**config.mk**
```make
export PLATFORM = sky130hd
export DESIGN_NAME = scfifo_wr_arbiter
export DESIGN_NICKNAME = d
export VERILOG_FILES = /design/src/rtl/scfifo_wr_arbiter.sv
export SDC_FILE = /design/constraint.sdc
export NUM_CORES = 1
export LEC_CHECK = 0
export CAP_MARGIN = 20
export CORE_MARGIN = 10
export CORE_UTILIZATION = 37
export CTS_BUF_LIST = sky130_fd_sc_hd__clkbuf_16
export DETAILED_ROUTE_END_ITERATION = 10
export PLACE_DENSITY_LB_ADDON = 0.08
export REMOVE_ABC_BUFFERS = 1
export SLEW_MARGIN = 20
export SYNTH_ARGS = -nofsm -noshare
export SYNTH_HDL_FRONTEND = slang
export SYNTH_SLANG_ARGS = --single-unit
```
**constraint.sdc**
```tcl
create_clock -name clock -period 2 [get_ports clock]
set_input_delay 0.2 -clock clock [delete_from_list [all_inputs] [get_ports clock]]
set_output_delay 0.2 -clock clock [all_outputs]
set_load 0.005 [all_outputs]
```
**src/rtl/scfifo_wr_arbiter.sv**
```systemverilog
// Round-robin write arbiter sharing one scfifo write port between NUM_REQ producers.
// Define SCFIFO_ARB_BURST_EN to allow up to MAX_BURST words per grant; otherwise one word per grant.
module scfifo_wr_arbiter #(
  parameter int WIDTH     = 20,
  parameter int NUM_REQ   = 4,
  parameter int LOG_DEPTH = 5,
  parameter int NUM_WORDS = 2**LOG_DEPTH,
  parameter int MAX_BURST = 8
) (
  input  logic                     clock,
  input  logic                     aclr_n,
  input  logic [NUM_REQ-1:0]       req_valid,
  input  logic [NUM_REQ*WIDTH-1:0] req_data,
  output logic [NUM_REQ-1:0]       req_ready,
  input  logic                     fifo_full,
  input  logic [LOG_DEPTH-1:0]     fifo_usedw,
  output logic                     fifo_wrreq,
  output logic [WIDTH-1:0]         fifo_data,
  output logic [NUM_REQ-1:0]       grant,
  output logic                     busy
);

  localparam int PW = (NUM_REQ > 1) ? $clog2(NUM_REQ) : 1;
  localparam int OW = LOG_DEPTH + 1;

  typedef enum logic {
    S_IDLE  = 1'b0,
    S_BURST = 1'b1
  } state_t;

  state_t             state_q, state_d;
  logic [NUM_REQ-1:0] grant_q, grant_d;
  logic [PW-1:0]      ptr_q, ptr_d;
  logic               wrreq_q, wrreq_d;
  logic [WIDTH-1:0]   data_q, data_d;

  // The registered write still in flight is counted as occupied.
  logic [OW-1:0] occ;
  logic [OW-1:0] used_tot;
  logic          space_ok;

  assign occ      = fifo_full ? OW'(NUM_WORDS) : {1'b0, fifo_usedw};
  assign used_tot = occ + OW'(wrreq_q);
  assign space_ok = (used_tot < OW'(NUM_WORDS));

  // Round-robin pick: lowest valid index at or above ptr, else lowest valid overall.
  logic [NUM_REQ-1:0] hi_oh, lo_oh, sel_oh;
  logic               found_hi, found_lo;

  always_comb begin
    hi_oh    = '0;
    lo_oh    = '0;
    found_hi = 1'b0;
    found_lo = 1'b0;
    for (int i = 0; i < NUM_REQ; i++) begin
      if (req_valid[i] && !found_lo) begin
        lo_oh[i] = 1'b1;
        found_lo = 1'b1;
      end
      if (req_valid[i] && (i >= int'(ptr_q)) && !found_hi) begin
        hi_oh[i] = 1'b1;
        found_hi = 1'b1;
      end
    end
    sel_oh = found_hi ? hi_oh : lo_oh;
  end

  logic             g_valid;
  logic [WIDTH-1:0] g_data;
  logic [PW-1:0]    g_next_ptr;
  logic             accept;
  logic             last_word;

  always_comb begin
    g_valid    = 1'b0;
    g_data     = '0;
    g_next_ptr = '0;
    for (int i = 0; i < NUM_REQ; i++) begin
      if (grant_q[i]) begin
        g_valid    = req_valid[i];
        g_data     = req_data[i*WIDTH +: WIDTH];
        g_next_ptr = (i == NUM_REQ - 1) ? '0 : PW'(i + 1);
      end
    end
  end

  assign accept = (state_q == S_BURST) && g_valid && space_ok;

`ifdef SCFIFO_ARB_BURST_EN
  localparam int CW = (MAX_BURST > 1) ? $clog2(MAX_BURST) : 1;
  logic [CW-1:0] cnt_q, cnt_d;

  assign last_word = (cnt_q == CW'(MAX_BURST - 1));

  always_comb begin
    cnt_d = cnt_q;
    if (state_q == S_IDLE) begin
      cnt_d = '0;
    end else if (accept) begin
      cnt_d = cnt_q + CW'(1);
    end
  end

  always_ff @(posedge clock or negedge aclr_n) begin
    if (!aclr_n) begin
      cnt_q <= '0;
    end else begin
      cnt_q <= cnt_d;
    end
  end
`else
  // Every legal MAX_BURST collapses to a single word per grant here.
  assign last_word = (MAX_BURST > 0);
`endif

  always_comb begin
    state_d   = state_q;
    grant_d   = grant_q;
    ptr_d     = ptr_q;
    wrreq_d   = 1'b0;
    data_d    = data_q;
    req_ready = '0;
    if (state_q == S_IDLE) begin
      if (|req_valid) begin
        grant_d = sel_oh;
        state_d = S_BURST;
      end
    end else begin
      req_ready = space_ok ? grant_q : '0;
      wrreq_d   = accept;
      if (accept) begin
        data_d = g_data;
      end
      if ((accept && last_word) || !g_valid) begin
        state_d = S_IDLE;
        grant_d = '0;
        ptr_d   = g_next_ptr;
      end
    end
  end

  always_ff @(posedge clock or negedge aclr_n) begin
    if (!aclr_n) begin
      state_q <= S_IDLE;
      grant_q <= '0;
      ptr_q   <= '0;
      wrreq_q <= 1'b0;
      data_q  <= '0;
    end else begin
      state_q <= state_d;
      grant_q <= grant_d;
      ptr_q   <= ptr_d;
      wrreq_q <= wrreq_d;
      data_q  <= data_d;
    end
  end

  assign fifo_wrreq = wrreq_q;
  assign fifo_data  = data_q;
  assign grant      = grant_q;
  assign busy       = (state_q == S_BURST);

endmodule
```
==> results.json, run 1 <==
{
  "p_per_area_nw_per_um2": 1100,
  "synthSimpleGateAreaFrac_pct": 15.9,
  "min_path_type": "in -> async",
  "grt_pass1_wl_mm": 11.1,
  "drt_wl_total_mm": 7.12,
  "max_slew_margin_pct": 57.5,
  "dieHeight_um": 91.9,
  "fin_ws_ps": 114,
  "rsz0062_at_grt": "no",
  "synth_xor_area_share_pct": 0,
  "numCtsBuffers": 3,
  "gp_congestion": 0.850,
  "syn_inst": 198,
  "async_flop_share_pct": 100,
  "finalSetupViolations": 0,
  "drt-pass1-iter-count": 4,
  "worstSkewPairLatency_ps": 260,
  "synthToLayoutAreaGrowth_pct": 74.0,
  "synth_warnings": 0,
  "dp_slack_ps": 100,
  "period_needed_ps": 1890,
  "clk_pin_slew_ps": 70,
  "p_int_w": 0.00245,
  "cp_data_required_time_ps": 1800,
  "p_seq_share_pct": 25.7,
  "regToRegSetupSlack_ps": 120,
  "p_comb_share_pct": 58.2,
  "fin_util_pct": 65.6,
  "leakagePower_nw": 1.39,
  "drcViolationCount": 0,
  "coreArea_um2": 5070,
  "cts_max_path_buffers": 2,
  "grt_overflow": 0,
  "critPathArrivalTime_ps": 1690,
  "worstMarginPinSlew_ps": 636,
  "drtIter0Drc": 88,
  "antenna_found_initial": 0,
  "ios": 122,
  "synthesis.area_um2": 1910,
  "synth_top_family_by_area": "compound AO/OA/AOI/OAI gates",
  "initial_core_util_pct": 37.7,
  "timing.fmax_ghz": 0.530,
  "hold_viol": 0,
  "grt_pass1_vias": 2038,
  "cts_sinks": 28,
  "synth.distinct_cells": 39,
  "die_w_um": 91.9,
  "syn_area_per_cell_um2": 9.67,
  "start_kind": "flop",
  "layout.nets": 412,
  "post_cts_resized": 0,
  "critPathCaptureType": "output pin",
  "switching_power_w": 0.00122,
  "clkPwrFrac_pct": 16.1,
  "viasPerCell": 5.17,
  "hold_buffers": 0,
  "finalHoldWorstSlack_ps": 317,
  "place_hpwl_mm": 5.62,
  "num_vias": 2013,
  "rows": 26,
  "cp_max_fo": 31,
  "wl_per_cell_um": 18.3,
  "root_buffer": "clkbuf_16",
  "die_area_um2": 8450,
  "ant_nets": 0,
  "post_cts_buffers": 0,
  "final_cells": 389,
  "post-route-period-util_pct": 94.3,
  "drive_above_1_share_pct": 13.2,
  "synth_seq_cells": 28,
  "vdd_drop_max_v": 0.000923,
  "grt_max_degree": 32,
  "p_total_w": 0.00367,
  "synth_fa_ha_area_share_pct": 0,
  "dp_cells": 385,
  "cts_tree": "built",
  "finClkSkew_ps": 3.10,
  "drv_cap": 0,
  "grt_usage_pct": 16.0,
  "ys_seq_area_share_pct": 36.6,
  "synth_compound_area_share_pct": 24.2,
  "port_buffers": 121,
  "final_max_slew_viol_count": 0,
  "antenna_cells": 0,
  "filler_cell_count": 450,
  "synth_edf_count": 0,
  "synth_mux_area_share_pct": 16.6,
  "htree_levels": 1,
  "swShare_pct": 33.3,
  "synth_ff_type": "dfrtp_1",
  "path_class": "reg -> out",
  "status": "complete, no violations"
}
-- area by class of cell --
cell class	count	area (um^2)	share of cell area [%]
Clock buffer	3	75.1	2.25
Clock inverter	1	30.0	0.902
Sequential cell	28	701	21.0
Timing Repair Buffer	134	1320	39.7
Inverter	8	30.0	0.902
Multi-Input combinational cell	145	1090	32.6
Tap cell	70	87.6	2.63
-- Yosys cell counts (2+ instances only) --
library cell  instances  area (um^2)
a21bo_2               2         20.0
a21oi_1               2         10.0
a221oi_1             19          166
and2_1                4         25.0
buf_2                 3         15.0
buf_6                 4         45.0
clkbuf_1             10         37.5
dfrtp_1              28          701
inv_1                 8         30.0
mux2_4               19          285
nand2_1              23         86.3
nor2_1               20         75.1
nor2b_1               5         31.3
nor3b_1               2         15.0
o21ai_0               6         30.0
o21ai_1               2         10.0
o31ai_1              19          143
-- cells in the final DEF, fill, tap and decap left out, types with 2 or more instances in the layout --
cell type / instances
nor2_1: 20
nor3b_1: 2
nor2b_1: 5
mux2_4: 19
inv_1: 8
dfrtp_1: 28
o21ai_0: 6
and2_1: 4
clkbuf_16: 3
a221oi_1: 19
a21oi_1: 2
a21bo_2: 2
o21ai_1: 2
o31ai_1: 19
buf_4: 12
clkdlybuf4s50_1: 121
nand2_1: 23
-- cells by family after synthesis --
kind of cell / count (synthesis)
AOI/OAI and AO/OA: 60
buffers and inverters: 25
muxes: 22
and+or+nand+nor: 63
DFF: 28
-- power by group through the flow --
| stage | Combinational (W) | Sequential (W) | Clock [W] |
|---|---|---|---|
| global route | 0.00230 | 0.000972 | 0.000627 |
| global placement | 0.00213 | 0.000946 | 0 |
| floorplan | 0.00103 | 0.00103 | 0 |
| detailed placement | 0.00215 | 0.000952 | 0 |
| finish | 0.00214 | 0.000945 | 0.000590 |
| CTS | 0.00216 | 0.000943 | 0.000600 |
-- critical path, stage by stage, from the launching register on --
cell and delay [ps]:
dfrtp_1 400, buf_4 340, and2_1 180, clkdlybuf4s50_1 500
-- worst paths after layout --
check	startpoint	end	depth (start not counted)
hold / removal	aclr_n	fifo_data[2]	2
hold reg to reg	fifo_data[0]	fifo_data[0]	1
max in group asynchronous	aclr_n	fifo_data[12]	2
min in group clock	fifo_data[0]	fifo_data[0]	1
setup reg to reg	grant[1]	fifo_data[10]	5
setup / recovery	grant[3]	req_ready[3]	3
-- flip-flops by register name, summed over array words and instances, names as in the netlist --
| signal | count |
|---|---|
| ptr_q | 2 |
| fifo_data | 20 |
| grant | 4 |
| fifo_wrreq | 1 |
| busy | 1 |
-- stage by stage --
step / setup TNS (ps) / area, um^2
floorplan: -5780 / 1820
global placement: 0 / 3230
detailed placement: 0 / 3230
CTS: 0 / 3330
global route: 0 / 3330
finish: 0 / 3330
-- metal layers --
layer  vias to the layer above  share of wire (%)  global-route usage (%)
met2                        72                 51                    28.9
met5                         -                  0                       0
met3                         8                4.2                    2.93
li1                        978                  -                       -
met4                         0                1.1                    2.57
met1                       955                 43                    19.5
No activity file was read; power rests on OpenSTA's default activity.
==> run 2: changes to the inputs <==
Settings changed: SLEW_MARGIN 20 to 10.
==> results of run 2 <==
Same layout as run 1: the final DEF is identical, and so are final timing and power.
==> run 3: changes to the inputs <==
Settings changed: CORE_MARGIN 10 to unset.
==> run 3 against run 2 <==
Compared with the run above:
- register-to-register slack improved by 180 ps
- clock power increased by 0.7%
- largest power group unchanged
- core utilization increased by 3.4 points
- largest cell class unchanged
- combinational power fell by 2%
- sequential cell count unchanged
==> results.json, run 3 (same netlist as run 1, synthesis figures left out) <==
{
  "cp_data_required_time_ps": 1800,
  "drive_above_1_share_pct": 13.2,
  "clkPwrFrac_pct": 16.3,
  "fin_util_pct": 69.0,
  "grt_max_degree": 43,
  "place_hpwl_mm": 4.45,
  "ios": 122,
  "grt_pass1_wl_mm": 9.39,
  "status": "complete, no violations",
  "synthToLayoutAreaGrowth_pct": 74.8,
  "coreArea_um2": 4850,
  "timing.fmax_ghz": 0.534,
  "final_cell_mix": "clkdlybuf4s50_1, dfrtp_1, nand2_1",
  "ant_nets": 0,
  "final_common_cell": "clkdlybuf4s50_1",
  "cts_tree": "built",
  "swShare_pct": 32.5,
  "numCtsBuffers": 3,
  "antenna_found_initial": 0,
  "p_int_w": 0.00246,
  "htree_levels": 1,
  "min_path_type": "in -> async",
  "max_slew_margin_pct": 67.0,
  "worstMarginPinSlew_ps": 494,
  "drtIter0Drc": 65,
  "finClkSkew_ps": 2.11,
  "rows": 25,
  "drt_wl_total_mm": 6.04,
  "layout.nets": 411,
  "cp_max_fo": 42,
  "num_vias": 2026,
  "drv_cap": 0,
  "drcViolationCount": 0,
  "drt-pass1-iter-count": 4,
  "reg2reg_from": "grant[1]",
  "post-route-period-util_pct": 93.6,
  "hold_viol": 0,
  "regToRegSetupSlack_ps": 300,
  "place_area_um2": 3230,
  "viasPerCell": 5.26,
  "worstSkewPairLatency_ps": 260,
  "period_needed_ps": 1870,
  "finalSetupViolations": 0,
  "gp_congestion": 0.793,
  "largest_register_ffs": 20,
  "path_class": "reg -> out",
  "grt_usage_pct": 22.2,
  "initial_core_util_pct": 39.5,
  "grt_overflow": 0,
  "dieHeight_um": 73.9,
  "hold_buffers": 0,
  "critPathArrivalTime_ps": 1670,
  "wl_per_cell_um": 15.7,
  "r2r-end": "fifo_data[0]",
  "antenna_cells": 0,
  "fin_area_um2": 3350,
  "grt_pass1_vias": 2004,
  "root_buffer": "clkbuf_16",
  "rsz0062_at_grt": "no",
  "cts_sinks": 28,
  "die_area_um2": 5470,
  "vdd_drop_max_v": 0.000595,
  "cts_max_path_buffers": 2,
  "ff2ff_path_depth": 5,
  "port_buffers": 121,
  "die_w_um": 73.9,
  "clk_pin_slew_ps": 70,
  "leakagePower_nw": 1.40,
  "final_max_slew_viol_count": 0,
  "start_kind": "flop",
  "p_per_area_nw_per_um2": 1090,
  "p_seq_share_pct": 26.2,
  "switching_power_w": 0.00118,
  "critPathCaptureType": "output pin",
  "p_comb_share_pct": 57.5,
  "post_cts_buffers": 0
}
[run 3: cell types whose count changed in the layout (fill, tap and decap cells not counted)]
cell | before | now
buf_12 | 1 | 2
buf_8 | 0 | 1
buf_4 | 12 | 9
nor2b_1 | 5 | 4
nor2b_4 | 0 | 1
[run 3: stage by stage]
| step | setup WS [ps] | TNS, ps | hold slack, ps | cells | power, W |
|---|---|---|---|---|---|
| floorplan | -289 | -5780 | -95.6 | 181 | 0.00206 |
| global placement | 114 | 0 | 492 | 381 | 0.00302 |
| detailed placement | 88.9 | 0 | 490 | 381 | 0.00306 |
| CTS | 75.0 | 0 | 335 | 385 | 0.00367 |
| global route | 18.1 | 0 | 366 | 385 | 0.00391 |
| finish | 128 | 0 | 317 | 385 | 0.00364 |
[run 3: critical path, cell delays in order, from the launching register on]
cell             delay, ps
dfrtp_1                460
buf_8                  280
and2_1                 170
clkdlybuf4s50_1        500
[run 3: worst max-delay path by stage]
stage	from	to	slack (ps)	cells after the start
floorplan	grant[3]	fifo_data[10]	-290	4
global placement	grant[1]	fifo_data[1]	110	4
detailed placement	grant[1]	fifo_data[9]	90	4
CTS	grant[1]	fifo_data[9]	70	4
global route	grant[3]	req_ready[3]	20	3
finish	grant[3]	req_ready[3]	130	3
[run 3: cell type report]
| cell class | instances | area [um^2] |
|---|---|---|
| clock buffers | 3 | 75.1 |
| clock inverters | 1 | 30.0 |
| fillers | 407 | 1500 |
| inverters | 8 | 30.0 |
| multi-input cells | 145 | 1090 |
| flip-flops and latches | 28 | 701 |
| well taps | 67 | 83.8 |
| repair buffers | 133 | 1330 |
[run 3: power groups by stage]
stage          registers (W)  clock network (W)  logic [W]
6_report            0.000954           0.000594    0.00209
5_1_grt             0.000987           0.000630    0.00229
4_1_cts             0.000950           0.000602    0.00212
3_5_place_dp        0.000951                  0    0.00210
3_3_place_gp        0.000947                  0    0.00207
2_1_floorplan        0.00103                  0    0.00103
[run 3: repair_timing]
action | 4_1_cts | 5_1_grt
gates resized for setup | 1 | 2
endpoints found under the setup margin | 1 | 14
pin swaps | 0 | 0
[run 3: metal layers]
layer | track usage, % | share of wire (%) | up-vias
met2 | 40.7 | 50 | 86
met1 | 27.6 | 43 | 958
met4 | 3.42 | 0.63 | 0
li1 | - | - | 978
met5 | 0 | 0 | -
met3 | 3.93 | 6.6 | 4
